**src/rtl/debounce_bank.sv**
```systemverilog
// debounce_bank: a bank of independent key/switch debouncers.
// Each channel has a 2-flop synchronizer, a four-state debounce FSM with its
// own stability counter, an optional auto-repeat counter, and registered
// level/press/release outputs. Press events from all channels funnel into a
// single-entry event holding register with a sticky overflow flag.
//
//   state   | meaning
//   --------+-----------------------------------------------------------
//   IDLE    | debounced level 0, synchronized input also 0
//   DB_UP   | input went high, counting stable-high samples
//   HELD    | debounced level 1, auto-repeat counter running if enabled
//   DB_DOWN | input went low while held, counting stable-low samples

module debounce_bank #(
  parameter int N_CH            = 4,
  parameter int DATA_W          = 4,
  parameter int DEBOUNCE_CYCLES = 3984000,
  parameter int REPEAT_CYCLES   = 0,
  parameter int CNT_W           = 22,
  localparam int CH_W           = (N_CH > 1) ? $clog2(N_CH) : 1
) (
  input  logic              clk,
  input  logic              reset,
  input  logic [N_CH-1:0]   raw_in,
  input  logic [DATA_W-1:0] data_in,
  output logic [N_CH-1:0]   stable,
  output logic [N_CH-1:0]   press_pulse,
  output logic [N_CH-1:0]   release_pulse,
  output logic              event_valid,
  input  logic              event_ready,
  output logic [CH_W-1:0]   event_ch,
  output logic [DATA_W-1:0] event_data,
  output logic              overflow
);

  typedef enum logic [1:0] {
    IDLE    = 2'd0,
    DB_UP   = 2'd1,
    HELD    = 2'd2,
    DB_DOWN = 2'd3
  } state_t;

  // Terminal-count values for the stability and repeat counters.
  localparam logic [CNT_W-1:0] DB_LAST  = CNT_W'(DEBOUNCE_CYCLES - 1);
  localparam logic [CNT_W-1:0] RPT_LAST = CNT_W'((REPEAT_CYCLES > 0) ? (REPEAT_CYCLES - 1) : 0);
  localparam logic [CNT_W-1:0] CNT_ONE  = CNT_W'(1);
  localparam bit               RPT_EN   = (REPEAT_CYCLES > 0);

  logic [N_CH-1:0] sync1_q;
  logic [N_CH-1:0] sync2_q;

  // Two-flop synchronizer for every raw input bit.
  always_ff @(posedge clk) begin
    if (reset) begin
      sync1_q <= '0;
      sync2_q <= '0;
    end else begin
      sync1_q <= raw_in;
      sync2_q <= sync1_q;
    end
  end

  for (genvar gi = 0; gi < N_CH; gi++) begin : g_ch
    state_t           state_q;
    logic [CNT_W-1:0] cnt_q;
    logic [CNT_W-1:0] rpt_q;
    logic             stable_q;
    logic             press_q;
    logic             release_q;
    logic             s;

    assign s = sync2_q[gi];

    // Per-channel debounce FSM; pulses are registered alongside the state so
    // they line up with the first cycle spent in the new state.
    always_ff @(posedge clk) begin
      if (reset) begin
        state_q   <= IDLE;
        cnt_q     <= '0;
        rpt_q     <= '0;
        stable_q  <= 1'b0;
        press_q   <= 1'b0;
        release_q <= 1'b0;
      end else begin
        press_q   <= 1'b0;
        release_q <= 1'b0;
        case (state_q)
          IDLE: begin
            if (s) begin
              state_q <= DB_UP;
              cnt_q   <= '0;
            end
          end
          DB_UP: begin
            if (!s) begin
              state_q <= IDLE;
            end else if (cnt_q == DB_LAST) begin
              state_q  <= HELD;
              stable_q <= 1'b1;
              press_q  <= 1'b1;
              rpt_q    <= '0;
            end else begin
              cnt_q <= cnt_q + CNT_ONE;
            end
          end
          HELD: begin
            if (!s) begin
              // Repeat counter is left untouched while debouncing the release.
              state_q <= DB_DOWN;
              cnt_q   <= '0;
            end else if (RPT_EN) begin
              if (rpt_q == RPT_LAST) begin
                rpt_q   <= '0;
                press_q <= 1'b1;
              end else begin
                rpt_q <= rpt_q + CNT_ONE;
              end
            end
          end
          DB_DOWN: begin
            if (s) begin
              // A bounce back high restarts the repeat period from zero.
              state_q <= HELD;
              rpt_q   <= '0;
            end else if (cnt_q == DB_LAST) begin
              state_q   <= IDLE;
              stable_q  <= 1'b0;
              release_q <= 1'b1;
            end else begin
              cnt_q <= cnt_q + CNT_ONE;
            end
          end
          default: begin
            state_q  <= IDLE;
            stable_q <= 1'b0;
          end
        endcase
      end
    end

    assign stable[gi]        = stable_q;
    assign press_pulse[gi]   = press_q;
    assign release_pulse[gi] = release_q;
  end

  logic            win_found;
  logic [CH_W-1:0] win_idx;
  logic            multi_press;

  // Lowest-index press pulse wins; any additional simultaneous pulse is lost.
  always_comb begin
    win_found = 1'b0;
    win_idx   = '0;
    for (int i = N_CH - 1; i >= 0; i--) begin
      if (press_pulse[i]) begin
        win_found = 1'b1;
        win_idx   = CH_W'(i);
      end
    end
  end

  assign multi_press = |(press_pulse & (press_pulse - {{(N_CH-1){1'b0}}, 1'b1}));

  // Single-entry event holding register with sticky overflow.
  always_ff @(posedge clk) begin
    if (reset) begin
      event_valid <= 1'b0;
      event_ch    <= '0;
      event_data  <= '0;
      overflow    <= 1'b0;
    end else begin
      if (win_found) begin
        if (!event_valid || event_ready) begin
          event_valid <= 1'b1;
          event_ch    <= win_idx;
          event_data  <= data_in;
        end else begin
          overflow <= 1'b1;
        end
        if (multi_press) begin
          overflow <= 1'b1;
        end
      end else if (event_valid && event_ready) begin
        event_valid <= 1'b0;
      end
    end
  end

endmodule

```
**config.mk**
```make
export PLATFORM = sky130hd
export DESIGN_NAME = debounce_bank
export DESIGN_NICKNAME = d
export VERILOG_FILES = /design/src/rtl/debounce_bank.sv
export SDC_FILE = /design/constraint.sdc
export NUM_CORES = 1
export LEC_CHECK = 0
export CAP_MARGIN = 40
export CORE_UTILIZATION = 55
export CTS_CLUSTER_SIZE = 20
export DETAILED_ROUTE_END_ITERATION = 12
export MAX_ROUTING_LAYER = met4
export PLACE_DENSITY_LB_ADDON = 0.25
export SYNTH_ARGS = -nofsm -noshare
export SYNTH_HDL_FRONTEND = slang
export SYNTH_SLANG_ARGS = --single-unit
export TNS_END_PERCENT = 10
```
**constraint.sdc**
```tcl
create_clock -name clk -period 3.2 [get_ports clk]
set_input_delay 0.64 -clock clk [delete_from_list [all_inputs] [get_ports clk]]
set_output_delay 0.64 -clock clk [all_outputs]
set_load 0.02 [all_outputs]
```
; Word-level counts from Yosys, hierarchy flattened
; Cells that the tools add are included.
[totals]
out_inout_bits = 20
regBits = 124
input_bits = 11
[classes]
n_bitwise = 13
n_reduce_logical = 36
n_addsub = 5
n_eq_ne = 50
mux = 89
[op_table]
columns = operator, n
row1 = 22-bit 2-to-1 mux, 20
row2 = 22-bit case mux with 4 select lines, 4
row3 = 22-bit by 1-bit adder with 22-bit output (second input constant), 4
row4 = 22-bit == test (second input constant), 4
row5 = 2-bit 2-to-1 mux, 28
row6 = 2-bit inequality test (second input constant), 25
row7 = 2-bit case mux with 4 select lines, 4
row8 = 4-bit AND reduction, 8
row9 = 1-bit 2-to-1 mux, 29
row10 = 3-bit inequality test (second input constant), 8
row11 = 3-bit OR reduction, 8
row12 = 5-bit AND reduction, 4
row13 = 2-bit == test (second input constant), 8
row14 = 1-bit inverter, 12
row15 = 2-bit nonzero test, 5
row16 = 2-bit by 1-bit == test with 1-bit output (second input constant), 4
row17 = 2-bit zero test, 4
row18 = 1-bit case mux with 2 select lines, 4
row19 = 2-bit AND reduction, 3
row20 = 4-bit bitwise AND, 1
row21 = 4-bit OR reduction, 1
row22 = 4-bit by 1-bit subtractor with 4-bit output (second input constant), 1
row23 = 2-bit by 1-bit inequality test with 1-bit output (second input constant), 1
row24 = 1-bit logical AND, 1
row25 = other kinds (2), 2

; Depth between registers and ports, before layout
[logic_depth]
word_depth = 6
depth_mapped = 8
ltp_nobuf = 6

; Worst setup path before layout
; No wires, ideal clock.
[synth_timing]
kind = flip-flop to flip-flop
start = reg g_ch[0].cnt_q[0]
end = reg g_ch[0].cnt_q[14]
stages_incl_launch_ff = 7
t_arrival_ns = 1.923
setup_slack_ns = 1.203
synth_period_minus_slack_ns = 1.997
path_cell_list = dfxtp_1 -> ha_1 -> nand3_1 -> nor4_4 -> nand3_1 -> or4b_1 -> a31oi_1
[synth_via]
elab_chain_len = 4
word_cells_on_any_way = 6
[synth_lines]
columns = element, line_no
row1 = from (decl), 65  ; logic [CNT_W-1:0] cnt_q;
row2 = from (signal assigned), 103  ; cnt_q <= cnt_q + CNT_ONE;
row3 = from (signal assigned), 130  ; cnt_q <= cnt_q + CNT_ONE;
row4 = 22-bit by 1-bit adder with 22-bit output / 22-bit == test (equally long branches), -
row5 = 22-bit 2-to-1 mux (*), "97, 125"
row6 = "22-bit 2-to-1 mux, on equally long branches", "121, 95"
row7 = 22-bit case mux with 4 select lines (*), 87  ; case (state_q)
; Mark *: on every way between the ends. The rest lies on a longest branch, timed or not. The select of a mux whose other input is x is not followed.
; A chain may end at the register's enable or synchronous reset.

; Final worst setup path
[layout_timing]
start = reg g_ch[3].cnt_q[0]
end = reg g_ch[3].cnt_q[21]
[layout_via]
elab_chain_len = 4
word_cells_on_any_way = 6
[layout_lines]
columns = element, line_no
row1 = from (decl), 65
row2 = from (signal assigned), 103
row3 = from (signal assigned), 130
row4 = 22-bit by 1-bit adder with 22-bit output / 22-bit == test (equally long branches), -
row5 = 22-bit 2-to-1 mux (*), "97, 125"
row6 = "22-bit 2-to-1 mux, on equally long branches", "121, 95"
row7 = 22-bit case mux with 4 select lines (*), 87
; Marked as above.

==> insert_results.sql <==
INSERT INTO impl_metrics (metric_group, metric, value, unit) VALUES
('die', 'rows', '38', ''),
('die', 'die_span_in_x', '109', 'µm'),
('power', 'power.combinational.fraction', '3.6', '%'),
('critical_path', 'r2r_start', 'g_ch[3].cnt_q[0]', ''),
('clock_network', 'clock_sinks', '124', ''),
('power', 'total_switching_power', '0.752', 'mW'),
('global_route', 'global_route_wire_length_before_repair', '24200', 'µm'),
('drt', 'route.final.wire_length', '14400', 'µm'),
('die', 'floorplan.initialDensity', '57.2', '%'),
('clock_network', 'tritoncts_clock_tree', 'done', ''),
('logic_synthesis', 'yosys.area_share.xor_xnor', '2.08', '%'),
('placement', 'globalplace.congestion', '0.922', ''),
('logic_synthesis', 'synth_common_cells', 'sky130_fd_sc_hd__dfxtp_1 (124), sky130_fd_sc_hd__nor2_1 (74), sky130_fd_sc_hd__nand2_1 (72)', ''),
('clock_network', 'worstSkewPairLatency', '0.42', 'ns'),
('clock_network', 'cts.htree.levels', '4', ''),
('critical_path', 'worst_ep_arrival_time', '2.80', 'ns'),
('critical_path', 'timing.critical_path.to', 'g_ch[3].cnt_q[21]', ''),
('logic_synthesis', 'synth_top_family_by_area', 'simple AND/OR/NAND/NOR gates', ''),
('logic_synthesis', 'postSynthCellCount', '748', ''),
('logic_synthesis', 'post-synth-top-area-cell', 'sky130_fd_sc_hd__dfxtp_1', ''),
('power', 'intPower', '2.87', 'mW'),
('power', 'power.switching_fraction', '20.8', '%'),
('sta', 'final.min_clock_period', '2.45', 'ns'),
('global_route', 'number_of_global_route_vias_before_repair', '5275', ''),
('placement', 'placed_area', '0.00658', 'mm²'),
('global_route', 'grt_antenna_before_repair', '0', ''),
('drt', 'detail_route.drc_violations', '0', ''),
('critical_path', 'crit_required', '3.54', 'ns'),
('global_route', 'globalRouteOverflowTotal', '0', ''),
('clock_network', 'clkSlewWorstSetupHoldPaths', '0.05', 'ns'),
('die', 'fp.dieArea', '0.0119', 'mm²'),
('sta', 'maxSlewHeadroom', '41.1', '%'),
('sta', 'timing.setup.tns', '0', 'ns'),
('critical_path', 'critical_path.max_fanout', '14', ''),
('logic_synthesis', 'synth-async-reset-ratio', '0', '%'),
('logic_synthesis', 'post_synth.cell_area_avg', '8.44', 'µm²'),
('critical_path', 'setup.worst_path.class', 'reg2reg', ''),
('logic_synthesis', 'edff_count_synth', '0', ''),
('die', 'io_pins', '31', ''),
('critical_path', 'timing.critical_path.to_type', 'flop', ''),
('global_route', 'grt_start_max_net_pins', '79', ''),
('logic_synthesis', 'post_synth_num_cell_types', '73', ''),
('run_status', 'run_status', 'finished clean', ''),
('placement', 'portbufs', '30', ''),
('drt', 'via_count', '5659', ''),
('critical_path', 'startpoint_type', 'flop', ''),
('layout', 'synthToLayoutAreaGrowth', '13.6', '%'),
('drt', 'routed_via_density', '6.23', ''),
('layout', 'fin_nets', '774', ''),
('logic_synthesis', 'mappedNetlistNets', '763', ''),
('layout', 'final_layout_size_suffix_gt1_share', '10.5', '%'),
('sta', 'slew_violations', '0', ''),
('drt', 'remaining_antenna_violation_count_after_routing', '0', ''),
('drt', 'wl_per_cell', '15.9', 'µm'),
('clock_network', 'ctsResizeCount', '0', ''),
('layout', 'final_cell_area', '0.00717', 'mm²'),
('logic_synthesis', 'complex_gate_fraction_of_the_synthesized_area', '17.0', '%'),
('logic_synthesis', 'most_frequently_used_flop_master_after_synthesis', 'sky130_fd_sc_hd__dfxtp_1', ''),
('logic_synthesis', 'synth_sequential_area_ratio', '39.3', '%'),
('logic_synthesis', 'ys_seq_elements', '124', ''),
('critical_path', 'reg2reg_slack', '0.75', 'ns'),
('global_route', 'grt_usage', '26.8', '%'),
('sta', 'rsz0062_at_grt', 'false', ''),
('sta', 'final.period_utilization', '76.7', '%'),
('layout', 'antenna_cells_inserted', '0', ''),
('logic_synthesis', 'yosys_warnings', '0', ''),
('sta', 'setup-violations-final', '0', ''),
('power', 'cellLeakagePower', '2.40', 'nW'),
('clock_network', 'ctsRootBufferMaster', 'sky130_fd_sc_hd__clkbuf_16', ''),
('logic_synthesis', 'netlist_top_cells_area', 'sky130_fd_sc_hd__dfxtp_1 (39%), sky130_fd_sc_hd__nor2_1 (4.4%), sky130_fd_sc_hd__a21oi_1 (4.4%)', ''),
('sta', 'final.setup_skew', '0.00928', 'ns');
-- metal layers --
layer	global-route usage [%]	wire [µm]	up-vias
li1	-	-	2787
met4	9.17	132	0
met1	32.4	6550	2691
met5	-	0	-
met3	7.35	840	15
met2	42.7	6910	166
-- logic make-up (layout without fill, tap and decap cells) --
| group | Yosys count | in the layout |
|---|---|---|
| AND/OR/NAND/NOR | 348 | 348 |
| XOR/XNOR | 15 | 15 |
| buffers and inverters | 63 | 84 |
| AO/OA/AOI/OAI | 169 | 169 |
| flip-flops | 124 | 124 |
| adder cells (fa/ha/maj) | 5 | 5 |
| multiplexers | 24 | 24 |
-- power by group through the flow --
stage / Sequential, mW / Clock [mW] / Combinational (mW)
floorplan: 1.60 / 0 / 0.0964
global placement: 1.60 / 0 / 0.126
detailed placement: 1.60 / 0 / 0.128
CTS: 1.57 / 1.95 / 0.129
global route: 1.57 / 2.01 / 0.141
finish: 1.57 / 1.92 / 0.130
-- how the worst min path moves through the flow --
| stage | from | endpoint |
|---|---|---|
| 2_1_floorplan | sync1_q[0] | sync2_q[0] |
| 3_3_place_gp | sync1_q[2] | sync2_q[2] |
| 6_report | sync1_q[2] | sync2_q[2] |
| 5_1_grt | sync1_q[0] | sync2_q[0] |
| 3_5_place_dp | sync1_q[0] | sync2_q[0] |
| 4_1_cts | sync1_q[2] | sync2_q[2] |
-- sequential cells by signal, indices dropped and copies added, names as in the netlist, named ones only --
register and count:
event_data 4, event_valid 1, g_ch.cnt_q 88, g_ch.stable_q 4, sync1_q 4, g_ch.state_q 4, g_ch.press_q 4, g_ch.release_q 4
overflow 1, sync2_q 4, event_ch 2
-- worst max-delay path, cell delays in order, from the launching register on --
cell	delay [ns]
sky130_fd_sc_hd__dfxtp_1	0.39
sky130_fd_sc_hd__ha_1	0.27
sky130_fd_sc_hd__nand2_1	0.15
sky130_fd_sc_hd__nor4_1	0.53
sky130_fd_sc_hd__a21o_1	0.47
sky130_fd_sc_hd__o21ai_1	0.33
sky130_fd_sc_hd__a21oi_1	0.23
-- through the flow --
step           setup slack (ns)  hold slack (ns)  std cells
2_1_floorplan              1.20            0.414        748
3_3_place_gp              0.806            0.418        878
3_5_place_dp              0.780            0.424        880
4_1_cts                   0.775            0.436        909
5_1_grt                   0.516            0.449        909
6_report                  0.745            0.429        909
-- layout make-up --
cell class | count | area [µm²]
Tap cell | 140 | 175
Clock buffer | 21 | 470
Multi-Input combinational cell | 561 | 3490
Timing Repair Buffer | 41 | 380
Inverter | 14 | 52.6
Fill cell | 893 | 3860
Clock inverter | 8 | 118
Sequential cell | 124 | 2480
-- layout by cell type (no fill, tap or decap), types with 5 or more instances in the layout --
| cell | instances |
|---|---|
| sky130_fd_sc_hd__or4_1 | 15 |
| sky130_fd_sc_hd__o31ai_1 | 10 |
| sky130_fd_sc_hd__nor4b_1 | 10 |
| sky130_fd_sc_hd__nand4b_1 | 6 |
| sky130_fd_sc_hd__or2_2 | 7 |
| sky130_fd_sc_hd__and3_1 | 7 |
| sky130_fd_sc_hd__clkbuf_16 | 17 |
| sky130_fd_sc_hd__nor2b_1 | 11 |
| sky130_fd_sc_hd__and4_1 | 5 |
| sky130_fd_sc_hd__a21o_1 | 9 |
| sky130_fd_sc_hd__nor2_1 | 74 |
| sky130_fd_sc_hd__buf_4 | 12 |
| sky130_fd_sc_hd__or3_1 | 6 |
| sky130_fd_sc_hd__a22oi_1 | 22 |
| sky130_fd_sc_hd__inv_1 | 13 |
| sky130_fd_sc_hd__nand2_1 | 72 |
| sky130_fd_sc_hd__o21ai_0 | 29 |
| sky130_fd_sc_hd__clkdlybuf4s50_1 | 29 |
| sky130_fd_sc_hd__nor4_1 | 10 |
| sky130_fd_sc_hd__xor2_1 | 6 |
| sky130_fd_sc_hd__nor3_1 | 21 |
| sky130_fd_sc_hd__xnor2_1 | 9 |
| sky130_fd_sc_hd__nand3_1 | 44 |
| sky130_fd_sc_hd__dfxtp_1 | 124 |
| sky130_fd_sc_hd__a31oi_1 | 12 |
| sky130_fd_sc_hd__mux2_2 | 12 |
| sky130_fd_sc_hd__mux2i_1 | 12 |
| sky130_fd_sc_hd__nand4_1 | 22 |
| sky130_fd_sc_hd__a21oi_1 | 55 |
Power figures use the tool's default switching activity.
